[src/rtl/decode_pkg.sv]
// Shared types for the RV32I decode slice: opcodes, decoded bundle and stage states.
// XLEN is fixed here because decoded_t carries an XLEN-wide immediate.
package decode_pkg;

  localparam int XLEN = 32;

  localparam logic [6:0] OPC_LUI    = 7'b0110111;
  localparam logic [6:0] OPC_AUIPC  = 7'b0010111;
  localparam logic [6:0] OPC_JAL    = 7'b1101111;
  localparam logic [6:0] OPC_JALR   = 7'b1100111;
  localparam logic [6:0] OPC_BRANCH = 7'b1100011;
  localparam logic [6:0] OPC_LOAD   = 7'b0000011;
  localparam logic [6:0] OPC_STORE  = 7'b0100011;
  localparam logic [6:0] OPC_OP_IMM = 7'b0010011;
  localparam logic [6:0] OPC_OP     = 7'b0110011;

  localparam logic [6:0] F7_BASE    = 7'b0000000;
  localparam logic [6:0] F7_ALT     = 7'b0100000;
  localparam logic [6:0] F7_MULDIV  = 7'b0000001;

  typedef enum logic [1:0] {
    FU_ALU    = 2'b00,
    FU_BRANCH = 2'b01,
    FU_LSU    = 2'b10,
    FU_MULDIV = 2'b11
  } fu_type_e;

  typedef enum logic [1:0] {
    ALU_ADD    = 2'b00,
    ALU_BRANCH = 2'b01,
    ALU_OP     = 2'b10,
    ALU_OPIMM  = 2'b11
  } alu_op_e;

  typedef enum logic [1:0] {
    ST_EMPTY = 2'b00,
    ST_ONE   = 2'b01,
    ST_TWO   = 2'b10
  } stage_state_e;

  typedef struct packed {
    logic [4:0]      rs1;
    logic [4:0]      rs2;
    logic [4:0]      rd;
    logic [2:0]      funct3;
    logic            funct7b5;
    logic [XLEN-1:0] imm;
    alu_op_e         alu_op;
    fu_type_e        fu_type;
    logic            alu_src;
    logic            branch;
    logic            jump;
    logic            mem_read;
    logic            mem_write;
    logic            reg_write;
    logic            illegal;
  } decoded_t;

endpackage

[src/rtl/decode_comb.sv]
// Pure combinational RV32I instruction -> decoded_t decode.
// Define DECODE_MEXT_EN to accept the M-extension OP encodings (funct7 = 0000001).
module decode_comb
  import decode_pkg::*;
(
  input  logic [31:0] instr,
  output decoded_t    dec
);

  logic [6:0]  opcode_s;
  logic [6:0]  funct7_s;
  logic [31:0] imm32_s;
  logic        illegal_s;

  assign opcode_s = instr[6:0];
  assign funct7_s = instr[31:25];

  // Field extraction, per-opcode control and illegal-encoding squash.
  always_comb begin
    dec          = '0;
    imm32_s      = 32'h0000_0000;
    illegal_s    = (instr[1:0] != 2'b11);
    dec.rs1      = instr[19:15];
    dec.rs2      = instr[24:20];
    dec.rd       = instr[11:7];
    dec.funct3   = instr[14:12];
    dec.funct7b5 = instr[30];
    case (opcode_s)
      OPC_LUI, OPC_AUIPC: begin
        imm32_s       = {instr[31:12], 12'h000};
        dec.alu_src   = 1'b1;
        dec.reg_write = 1'b1;
      end
      OPC_JAL: begin
        imm32_s       = {{12{instr[31]}}, instr[19:12], instr[20], instr[30:21], 1'b0};
        dec.fu_type   = FU_BRANCH;
        dec.branch    = 1'b1;
        dec.jump      = 1'b1;
        dec.reg_write = 1'b1;
      end
      OPC_JALR: begin
        imm32_s       = {{20{instr[31]}}, instr[31:20]};
        dec.fu_type   = FU_BRANCH;
        dec.alu_src   = 1'b1;
        dec.branch    = 1'b1;
        dec.jump      = 1'b1;
        dec.reg_write = 1'b1;
      end
      OPC_BRANCH: begin
        imm32_s     = {{20{instr[31]}}, instr[7], instr[30:25], instr[11:8], 1'b0};
        dec.alu_op  = ALU_BRANCH;
        dec.fu_type = FU_BRANCH;
        dec.branch  = 1'b1;
      end
      OPC_LOAD: begin
        imm32_s       = {{20{instr[31]}}, instr[31:20]};
        dec.fu_type   = FU_LSU;
        dec.alu_src   = 1'b1;
        dec.mem_read  = 1'b1;
        dec.reg_write = 1'b1;
      end
      OPC_STORE: begin
        imm32_s       = {{20{instr[31]}}, instr[31:25], instr[11:7]};
        dec.fu_type   = FU_LSU;
        dec.alu_src   = 1'b1;
        dec.mem_write = 1'b1;
      end
      OPC_OP_IMM: begin
        imm32_s       = {{20{instr[31]}}, instr[31:20]};
        dec.alu_op    = ALU_OPIMM;
        dec.alu_src   = 1'b1;
        dec.reg_write = 1'b1;
      end
      OPC_OP: begin
        dec.alu_op    = ALU_OP;
        dec.reg_write = 1'b1;
        if ((funct7_s == F7_BASE) || (funct7_s == F7_ALT)) begin
          dec.fu_type = FU_ALU;
`ifdef DECODE_MEXT_EN
        end else if (funct7_s == F7_MULDIV) begin
          dec.fu_type = FU_MULDIV;
`endif
        end else begin
          illegal_s = 1'b1;
        end
      end
      default: begin
        illegal_s = 1'b1;
      end
    endcase
    dec.imm = XLEN'($signed(imm32_s));
    // Illegal instructions still flow downstream but must have no side effects.
    dec.illegal   = illegal_s;
    dec.reg_write = dec.reg_write && (dec.rd != 5'd0) && !illegal_s;
    dec.mem_read  = dec.mem_read  && !illegal_s;
    dec.mem_write = dec.mem_write && !illegal_s;
    dec.branch    = dec.branch    && !illegal_s;
    dec.jump      = dec.jump      && !illegal_s;
    dec.fu_type   = illegal_s ? FU_ALU : dec.fu_type;
  end

endmodule

[src/rtl/decode_stage.sv]
// Registered RV32I decode stage: output register plus 1-entry skid, valid/ready both sides.
// Optional M-extension decode via DECODE_MEXT_EN (see decode_comb); XLEN is set in decode_pkg.
module decode_stage
  import decode_pkg::*;
#(
  parameter int PC_W = 9
) (
  input  logic            clk,
  input  logic            reset,
  input  logic            flush,
  input  logic [31:0]     i_instr,
  input  logic [PC_W-1:0] i_pc,
  input  logic            i_valid,
  output logic            o_ready,
  output logic            o_valid,
  input  logic            i_ready,
  output logic [PC_W-1:0] o_pc,
  output decoded_t        o_dec
);

  stage_state_e    state_r;
  stage_state_e    state_next_s;
  logic            valid_r;
  logic            ready_r;
  decoded_t        out_dec_r;
  decoded_t        skid_dec_r;
  logic [PC_W-1:0] out_pc_r;
  logic [PC_W-1:0] skid_pc_r;
  decoded_t        dec_s;
  logic            accept_s;
  logic            load_out_s;
  logic            load_skid_s;
  logic            out_from_skid_s;

  decode_comb u_decode_comb (
    .instr (i_instr),
    .dec   (dec_s)
  );

  assign accept_s = i_valid && ready_r;
  assign o_ready  = ready_r;
  assign o_valid  = valid_r;
  assign o_pc     = out_pc_r;
  assign o_dec    = out_dec_r;

  // State register; valid/ready are registered copies of the next occupancy.
  always_ff @(posedge clk or posedge reset) begin
    if (reset) begin
      state_r <= ST_EMPTY;
      valid_r <= 1'b0;
      ready_r <= 1'b1;
    end else begin
      state_r <= state_next_s;
      valid_r <= (state_next_s != ST_EMPTY);
      ready_r <= (state_next_s != ST_TWO);
    end
  end

  // Next-state: flush wins over every transfer.
  always_comb begin
    state_next_s = state_r;
    if (flush) begin
      state_next_s = ST_EMPTY;
    end else begin
      case (state_r)
        ST_EMPTY: state_next_s = accept_s ? ST_ONE : ST_EMPTY;
        ST_ONE: begin
          if (accept_s && !i_ready) begin
            state_next_s = ST_TWO;
          end else if (accept_s || !i_ready) begin
            state_next_s = ST_ONE;
          end else begin
            state_next_s = ST_EMPTY;
          end
        end
        ST_TWO:   state_next_s = i_ready ? ST_ONE : ST_TWO;
        default:  state_next_s = ST_EMPTY;
      endcase
    end
  end

  // Datapath load enables derived from the current state.
  always_comb begin
    load_out_s      = 1'b0;
    load_skid_s     = 1'b0;
    out_from_skid_s = 1'b0;
    if (flush) begin
      load_out_s = 1'b0;
    end else begin
      case (state_r)
        ST_EMPTY: load_out_s = accept_s;
        ST_ONE: begin
          load_out_s  = accept_s && i_ready;
          load_skid_s = accept_s && !i_ready;
        end
        ST_TWO: begin
          load_out_s      = i_ready;
          out_from_skid_s = 1'b1;
        end
        default: load_out_s = 1'b0;
      endcase
    end
  end

  // Output and skid payload registers.
  always_ff @(posedge clk or posedge reset) begin
    if (reset) begin
      out_dec_r  <= '0;
      out_pc_r   <= '0;
      skid_dec_r <= '0;
      skid_pc_r  <= '0;
    end else begin
      if (load_out_s) begin
        out_dec_r <= out_from_skid_s ? skid_dec_r : dec_s;
        out_pc_r  <= out_from_skid_s ? skid_pc_r  : i_pc;
      end
      if (load_skid_s) begin
        skid_dec_r <= dec_s;
        skid_pc_r  <= i_pc;
      end
    end
  end

endmodule

[config.mk]
export PLATFORM = sky130hd
export DESIGN_NAME = decode_stage
export DESIGN_NICKNAME = d
export VERILOG_FILES = /design/src/rtl/decode_pkg.sv /design/src/rtl/decode_comb.sv /design/src/rtl/decode_stage.sv
export SDC_FILE = /design/constraint.sdc
export NUM_CORES = 1
export LEC_CHECK = 0
export BUFFER_PORTS_ARGS = -buffer_cell sky130_fd_sc_hd__buf_2
export CORE_MARGIN = 5
export CORE_UTILIZATION = 57
export DETAILED_ROUTE_END_ITERATION = 10
export MAX_ROUTING_LAYER = met4
export PLACE_DENSITY = 0.82
export SLEW_MARGIN = 20
export SYNTH_ARGS = -nofsm -noshare
export SYNTH_HDL_FRONTEND = slang
export SYNTH_SLANG_ARGS = --single-unit
[constraint.sdc]
create_clock -name clk -period 10.8 [get_ports clk]
set_input_delay 0.54 -clock clk [delete_from_list [all_inputs] [get_ports clk]]
set_output_delay 0.54 -clock clk [all_outputs]
set_load 0.005 [all_outputs]
Yosys cells after proc, flatten, opt, wreduce, memory -nomap -nowiden
Index checks and enable logic that the tools add are counted.
{ "op_classes": {"n_eq_ne": 14, "n_mux": 26, "n_reduce_logical": 25} }
{ "op_table": {"columns": ["op", "count"], "rows": [
  ["32-bit case mux with 5 select lines", 1],
  ["62-bit 2-to-1 mux", 1],
  ["7-bit by 6-bit == test with 1-bit output, second input constant", 4],
  ["7-bit == test, second input constant", 3],
  ["7-bit by 5-bit == test with 1-bit output, second input constant", 2],
  ["1-bit 2-to-1 mux", 14],
  ["2-bit case mux with 3 select lines", 2],
  ["1-bit logical AND", 9],
  ["9-bit 2-to-1 mux", 1],
  ["2-bit 2-to-1 mux", 4],
  ["8-bit OR reduction", 1],
  ["7-bit by 2-bit == test with 1-bit output, second input constant", 1],
  ["7-bit zero test", 1],
  ["7-bit OR reduction", 1],
  ["2-bit OR reduction", 3],
  ["3-bit OR reduction", 2],
  ["6-bit OR reduction", 1],
  ["5-bit nonzero test", 1],
  ["2-bit != test, second input constant", 2],
  ["2-bit case mux with 2 select lines", 1],
  ["1-bit case mux with 3 select lines", 1],
  ["2-bit by 1-bit == test with 1-bit output, second input constant", 1],
  ["2-bit == test, second input constant", 1],
  ["1-bit zero test", 2],
  ["other kinds (4)", 5]
]} }
{ "word_totals": {"register_bits": 146, "input_bits": 46, "wordCells": 100} }

Longest topological paths before layout
Gate-level depths: netlist of run 1.
{ "depth": {"ltp_word": 7, "ltp_mapped": 8} }

By module
From an unflattened synthesis of run 1, not the netlist that was laid out.
{ "hier_totals": {"hier_cells": 530, "area_unflattened_um2": 6882.9} }
{ "by_module_without_submodules": {"columns": ["mod", "n_inst", "cells_per_inst", "area_per_inst_um2", "seq_area_each_um2"], "rows": [
  ["decode_stage", 1, 414, 6069.6, 3654.8],
  ["decode_comb", 1, 116, 813.3, 0.0]
]} }

Least setup slack after synthesis of run 1
OpenSTA, ideal clock, no wires.
{ "synth_timing": {"kind": "input -> register", "startpoint": "in i_instr[28]", "endpoint": "reg out_dec_r, in the netlist o_dec[1]", "arrival_time_ns": 1.870, "required_ns": 10.723, "setup_slack_ns": 8.852, "path_stages": 5, "cell_sequence": "or4_1 > nor3_1 > nor3_1 > or4_1 > a21oi_1"} }
{ "synth_between": {"elab_chain_cells": 7, "word_cells_on_any_way": 8} }
{ "synth_lines": {"columns": ["element", "line", "rtl"], "rows": [
  ["start, declared", "decode_stage.sv:11", "input logic [31:0] i_instr,"],
  ["7-bit by 6-bit == test with 1-bit output / 7-bit zero test (equally long branches)", "decode_comb.sv:77", "if ((funct7_s == F7_BASE) || (funct7_s == F7_ALT)) begin"],
  ["1-bit logical OR *", "decode_comb.sv:77", null],
  ["1-bit 2-to-1 mux *", "decode_comb.sv:77", null],
  ["1-bit case mux with 2 select lines *", "decode_comb.sv:28", "case (opcode_s)"],
  ["1-bit zero test *", "decode_comb.sv:94", "dec.reg_write = dec.reg_write && (dec.rd != 5'd0) && !illegal_s;"],
  ["1-bit logical AND *", "decode_comb.sv:94", null],
  ["62-bit 2-to-1 mux *", "decode_stage.sv:114", "out_dec_r <= out_from_skid_s ? skid_dec_r : dec_s;"],
  ["end signal, assigned", "decode_stage.sv:114", null],
  ["end, declared", "decode_stage.sv:25", "decoded_t out_dec_r;"]
]} }
Every way passes the cells marked *; elsewhere a longest branch is shown, timed or not.
A chain may end at the register's enable or synchronous reset.

Worst setup path after layout of run 1
{ "layout_timing": {"startpoint": "reg ready_r (netlist: o_ready)", "endpoint": "reg out_dec_r, in the netlist o_dec[21]"} }
{ "layout_between": {"elab_chain_cells": 4} }
{ "layout_lines": {"columns": ["element", "line", "rtl"], "rows": [
  ["start, declared", "decode_stage.sv:24", "logic ready_r;"],
  ["start signal, assigned", "decode_stage.sv:55", "ready_r <= (state_next_s != ST_TWO);"],
  ["1-bit logical AND *", "decode_stage.sv:40", "assign accept_s = i_valid && ready_r;"],
  ["1-bit logical AND", "decode_stage.sv:93", "load_out_s = accept_s && i_ready;"],
  ["1-bit case mux with 3 select lines *", "decode_stage.sv:90", "case (state_r)"],
  ["1-bit 2-to-1 mux *", "decode_stage.sv:87", "if (flush) begin"]
]} }
Marks and branches as above.

==> summary.md, run 1 <==
- half-perimeter wire length of the detailed placement result: 10,800 um
- initial core utilization: 0.587
- core footprint: 10,900 um^2
- CTS tree: built
- Period Utilization, post-route: 0.267
- unrepaired setup endpoints after global routing: no
- met2 Resource Use GR: 0.426
- Max clock buf depth: 2
- most instantiated cells after synthesis: nand2_1 (215), dfrtp_1 (143), nor2_1 (79)
- shortest period the worst path allows: 2.88 ns
- synthesized cell area: 6420 um^2
- DR WL/cell: 17.3 um
- number of gates resized after CTS: 0
- Power per Cell Area: 194 nW/um^2
- slew at the pin closest to its max-slew limit: 1.08 ns
- part of the power in registers: 0.468
- total number of H-tree levels: 4
- worst hold slack: 0.231 ns
- critical path arrival: 3.20 ns
- static leakage power: 3.62 nW
- number of buffers inserted during clock tree synthesis: 17
- number of iterations in the first detailed-routing pass: 6
- Core Rows: 38
- area leader, netlist: dfrtp_1
- number of setup violations in the final report: 0
- io pins: 119
- count of hold buffers inserted by post-cts repair: 0
- initial antenna violation count: 0
- root buffer selected by CTS: clkbuf_16
- proportion of layout cells with a drive suffix above 1: 0.199
- Yosys warning count: 0
- Seq/Total Area, Yosys: 0.562
- internal power: 1.08 mW
- count of cell types in the netlist: 46
- gate count of the mapped netlist: 731
- number of synthesized flops with an enable pin: 0
- number of synthesized register bits: 144
- met3 Resource Use GR: 0.0513
- number of hold violations in the final report: 0
- met1 usage in global routing: 0.342
- run status: finished clean
- Crit Path Category: reg2reg
- most common flop cell mapped by yosys: dfrtp_1
- clock skew: 0.00402 ns
- count of port buffers added during placement: 118
- count of nets left with antenna violations after detail routing: 0
- overall fraction of global-route tracks in use: 0.266
- via count of the first global-routing pass: 5,549
- Die X-Extent: 116 um
- area growth from synthesis to layout: 18.4%
- switching portion of total power: 0.270
- average footprint of a synthesized cell: 8.78 um^2
- cell with the most instances after synthesis: nand2_1
- kind of cell adding the most delay to the critical path: simple AND/OR/NAND/NOR gates
- clock insertion delay at the later pin of the skew report: 0.42 ns
- Synth top area share: 0.558
- cells traversed along the worst timing path: and2_1 -> ha_1 -> nand3_1 -> o31ai_4 -> buf_4 -> nand2_1 -> o211ai_1
- Bufs and invs on worst path: 1
- synthesized netlist net count: 779
- Worst path slowest cell: buf_4
- vias after detailed routing: 5,715
- CTS clock-pin slew for the worst setup and hold paths: 0.06 ns
- total power draw: 1.48 mW
- number of DRC markers in iteration 0: 720
- Async S/R FF share, synth: 1.00
- WL final: 16,700 um
- routability congestion estimate from global placement: 0.892
- maximum number of pins on one net before global-route repair: 92
- layout net count: 863
- chip height: 116 um
- final count of pins violating max slew: 0
- type of destination of the critical path: flip-flop
- dpl cells: 936
- worst min-delay path category: in2async
- Max Fanout on Critical Path: 91
- highest-utilization routing layer at the global route stage: met2
- number of buffers inserted to repair setup after CTS: 0
- switching power of the nets: 0.399 mW
- Peak supply drop: 126 uV
- Die Area: 13,500 um^2
- tightest slew margin relative to the limit: 0.278
- data required time of the worst path: 11.12 ns
- count of inserted antenna diode cells: 0
- ranking of synthesized cells by area: dfrtp_1 (56%), nand2_1 (13%), nor2_1 (4.6%)
- remaining global-route overflow: 0
- startpoint class of the critical path: flip-flop
- Max Clk Rate: 347 MHz
- combinational cell fraction of total power: 0.147
- Total Neg Setup Slack: 0 ns
- count of maximum capacitance violations: 0
- DRC violations left: 0
- Clock Sink Count: 144
- non-filler cells in the finished layout: 968
- Via-to-Cell Ratio: 5.90
- slowest cell delay on critical path: 0.72 ns
- first-pass GRT wire length: 27,200 um
- Clk network pwr share: 0.385
metrics by stage:
step	util	area [um^2]	worst slack, ns
5_1_grt	0.695	7600	7.71
4_1_cts	0.694	7590	7.82
3_3_place_gp	0.640	7000	7.88
6_report	0.695	7600	7.92
3_5_place_dp	0.640	7000	7.67
2_1_floorplan	-	6420	6.40
power by group through the flow:
| stage | Sequential (mW) | Clock (mW) | Combinational, mW |
|---|---|---|---|
| floorplan | 0.689 | 0 | 0.123 |
| global placement | 0.693 | 0 | 0.208 |
| detailed placement | 0.697 | 0 | 0.218 |
| CTS | 0.689 | 0.574 | 0.220 |
| global route | 0.700 | 0.602 | 0.247 |
| finish | 0.691 | 0.568 | 0.217 |
final timing paths:
path	startpoint	endpoint	slack, ns	depth (start not counted)
max in group asynchronous	reset	skid_dec_r[30]	9.24	3
hold / removal	reset	o_dec[61]	0.23	2
setup / recovery	o_ready	o_dec[21]	7.92	7
min in group clk	i_pc[0]	skid_pc_r[0]	0.34	3
setup reg to reg	o_ready	o_dec[21]	7.92	7
hold reg to reg	skid_dec_r[6]	skid_dec_r[6]	0.47	2
state kept, by name (all words and copies together), names as in the netlist:
register,flops
o_dec,61
skid_pc_r,9
o_pc,9
o_valid,1
o_ready,1
skid_dec_r,61
state_r,2
layout by cell type (no fill, tap or decap), drive strengths merged, types with 2 or more instances in the layout:
master / synthesis / final
o211ai: 7 / 7
a31oi: 31 / 31
nand3: 13 / 13
a32oi: 5 / 5
nor3: 22 / 22
o21ai: 36 / 36
or4: 3 / 3
a21oi: 38 / 38
nor2: 80 / 80
a21o: 7 / 7
and2: 4 / 4
mux2i: 2 / 2
clkinv: 0 / 4
o22ai: 9 / 9
o31ai: 4 / 4
nor2b: 2 / 2
dfrtp: 143 / 143
nand2b: 7 / 7
inv: 5 / 5
ha: 2 / 2
nand2: 215 / 215
o2111ai: 2 / 2
clkbuf: 45 / 23
buf: 13 / 123
clkinvlp: 0 / 4
nand3b: 2 / 2
a211oi: 18 / 18
layer usage:
| layer | wire [um] | up-vias |
|---|---|---|
| met1 | 6990 | 2774 |
| met4 | 289 | 0 |
| met2 | 8170 | 261 |
| met3 | 1260 | 34 |
| met5 | 0 | - |
| li1 | - | 2646 |
cells by family (layout without fill, tap and decap cells):
family / after synthesis / count (layout) / synth area share
muxes: 2 / 2 / 0.00312
buffers and inverters: 63 / 160 / 0.0407
adders and majority gates: 2 / 2 / 0.00390
DFF: 144 / 144 / 0.562
xor gates and xnor gates: 1 / 1 / 0.00137
AOI/OAI and AO/OA: 163 / 163 / 0.160
and+or+nand+nor: 356 / 356 / 0.229
area by class of cell:
type | count | area [um^2]
clock buffers | 23 | 508
flip-flops and latches | 144 | 3600
well taps | 140 | 175
clock inverters | 9 | 80.1
multi-input cells | 524 | 2580
inverters | 5 | 23.8
fillers | 855 | 3340
repair buffers | 123 | 628
Note: power is estimated with default switching activity, not from simulation.
==> run 2, diff against run 1 <==
--- a/config.mk
+++ b/config.mk
@@ -7,10 +7,10 @@
 export LEC_CHECK = 0
 export BUFFER_PORTS_ARGS = -buffer_cell sky130_fd_sc_hd__buf_2
 export CORE_MARGIN = 5
-export CORE_UTILIZATION = 57
+export CORE_UTILIZATION = 50
 export DETAILED_ROUTE_END_ITERATION = 10
 export MAX_ROUTING_LAYER = met4
-export PLACE_DENSITY = 0.82
+export PLACE_DENSITY = 0.76
 export SLEW_MARGIN = 20
 export SYNTH_ARGS = -nofsm -noshare
 export SYNTH_HDL_FRONTEND = slang
==> constraint.sdc (replaced) <==
create_clock -name clk -period 2.48 [get_ports clk]
set_input_delay 0.124 -clock clk [delete_from_list [all_inputs] [get_ports clk]]
set_output_delay 0.124 -clock clk [all_outputs]
set_load 0.005 [all_outputs]
==> run 2 against run 1 <==
Global-route usage down 1.5 points. Sequential share of layout area shrank 3.2 points. Cell count rose by 7.7%. Utilization decreased by 5.0 points. Critical path type unchanged. Largest cell class unchanged.
==> summary.md, run 2 (synthesized netlist as in run 1, its figures left out) <==
- Die Area: 15,200 um^2
- initial antenna violation count: 0
- data required time of the worst path: 2.79 ns
- number of setup violations in the final report: 0
- Via-to-Cell Ratio: 5.61
- area growth from synthesis to layout: 26.8%
- Period Utilization, post-route: 0.872
- startpoint class of the critical path: flip-flop
- tightest slew margin relative to the limit: 0.554
- clock skew: 0.00603 ns
- vias after detailed routing: 5,856
- core footprint: 12,600 um^2
- number of hold violations in the final report: 0
- Peak supply drop: 438 uV
- DRC violations left: 0
- number of buffers inserted during clock tree synthesis: 17
- number of gates resized after CTS: 0
- kind of cell adding the most delay to the critical path: compound AO/OA/AOI/OAI gates
- proportion of layout cells with a drive suffix above 1: 0.202
- layout net count: 906
- run status: finished clean
- slew at the pin closest to its max-slew limit: 0.667 ns
- first-pass GRT wire length: 28,800 um
- Max Fanout on Critical Path: 27
- Crit Path Category: reg2reg
- unrepaired setup endpoints after global routing: no
- io pins: 119
- total number of H-tree levels: 4
- half-perimeter wire length of the detailed placement result: 11,500 um
- CTS clock-pin slew for the worst setup and hold paths: 0.06 ns
- Bufs and invs on worst path: 1
- chip height: 123 um
- maximum number of pins on one net before global-route repair: 102
- overall fraction of global-route tracks in use: 0.250
- remaining global-route overflow: 0
- Clock Sink Count: 144
- root buffer selected by CTS: clkbuf_16
- critical path arrival: 2.48 ns
- Die X-Extent: 123 um
- cells traversed along the worst timing path: and2_1 -> mux2i_1 -> o31a_2 -> buf_4 -> nor3_1 -> a211oi_1
- Max Clk Rate: 463 MHz
- via count of the first global-routing pass: 5,835
- number of DRC markers in iteration 0: 532
- Total Neg Setup Slack: 0 ns
- static leakage power: 3.84 nW
- Max clock buf depth: 2
- DR WL/cell: 17.1 um
- type of destination of the critical path: flip-flop
- shortest period the worst path allows: 2.16 ns
- initial core utilization: 0.509
- count of maximum capacitance violations: 0
- Power per Cell Area: 842 nW/um^2
- worst hold slack: 0.0221 ns
- count of port buffers added during placement: 118
- most frequent cells in the layout: nand2_1 (214), dfrtp_1 (143), buf_2 (118)
- count of inserted antenna diode cells: 0
- CTS tree: built
- routability congestion estimate from global placement: 0.874
- leading cell type in the layout, fill and taps excluded: nand2_1
- Worst path slowest cell: o31a_2
- clock insertion delay at the later pin of the skew report: 0.42 ns
- WL final: 17,800 um
- number of iterations in the first detailed-routing pass: 6
- worst min-delay path category: in2reg
- count of nets left with antenna violations after detail routing: 0
- slowest cell delay on critical path: 0.60 ns
- Core Rows: 41
- final count of pins violating max slew: 0
-- run 2: changes by cell type in the layout (fill, tap and decap cells not counted), sizes merged --
cell	before	now
buf	123	135
bufinv	1	5
clkbuf	23	19
clkinv	4	6
clkinvlp	4	3
dlygate4sd3	0	31
inv	5	4
-- run 2: cell type report --
cell class / count / area [um^2]
clock inverter: 13 / 210
multi-input combinational: 524 / 2570
sequential: 144 / 3600
clock buffer: 19 / 453
fill: 1034 / 4480
timing repair buffer: 166 / 1070
inverter: 5 / 22.5
tap: 172 / 215
-- run 2: timing repair --
item / in CTS / in global routing
buffers inserted: 0 / 0
hold buffers: 31 / 0
endpoints found under the setup margin: 0 / 0
endpoints found under the hold margin: 192 / 0
-- run 2: layer usage --
metal / routed length [um] / global-route usage / share of wire / vias to the layer above
met4: 450 / 0.0962 / 0.025 / 0
li1: - / - / - / 2737
met3: 1420 / 0.0599 / 0.080 / 40
met1: 7500 / 0.322 / 0.42 / 2822
met5: 0 / - / 0 / -
met2: 8430 / 0.388 / 0.47 / 257
-- run 2: through the flow --
step	cells	util	power [mW]	instance area, um^2	worst slack [ns]
2_1_floorplan	731	-	3.54	6420	0.552
3_3_place_gp	980	0.568	3.95	7170	0.481
5_1_grt	1043	0.645	7.17	8140	0.104
6_report	1043	0.645	6.85	8140	0.319
3_5_place_dp	980	0.568	4.01	7170	0.360
4_1_cts	1043	0.645	6.88	8140	0.339
-- run 2: tightest hold or removal path, cell delays in order --
cell and delay, ns:
buf_2 0.13, nand2_1 0.09, o21ai_1 0.06
-- run 2: path summary, 6_finish.rpt --
path	from	to	slack, ns	depth (start not counted)
setup / recovery	o_ready	o_dec[31]	0.32	6
hold reg to reg	skid_dec_r[53]	skid_dec_r[53]	0.47	2
setup reg to reg	o_ready	o_dec[31]	0.32	6
hold / removal	i_instr[28]	skid_dec_r[19]	0.02	3
max in group asynchronous	reset	o_ready	1.65	4
min in group asynchronous	reset	o_dec[61]	0.41	4
-- run 2: power breakdown --
part	leakage, nW	total (mW)	internal, mW	switching, mW
sequential	1.81	3.01	2.76	0.246
combinational	1.71	1.02	0.447	0.568
clock	0.319	2.83	1.84	0.991
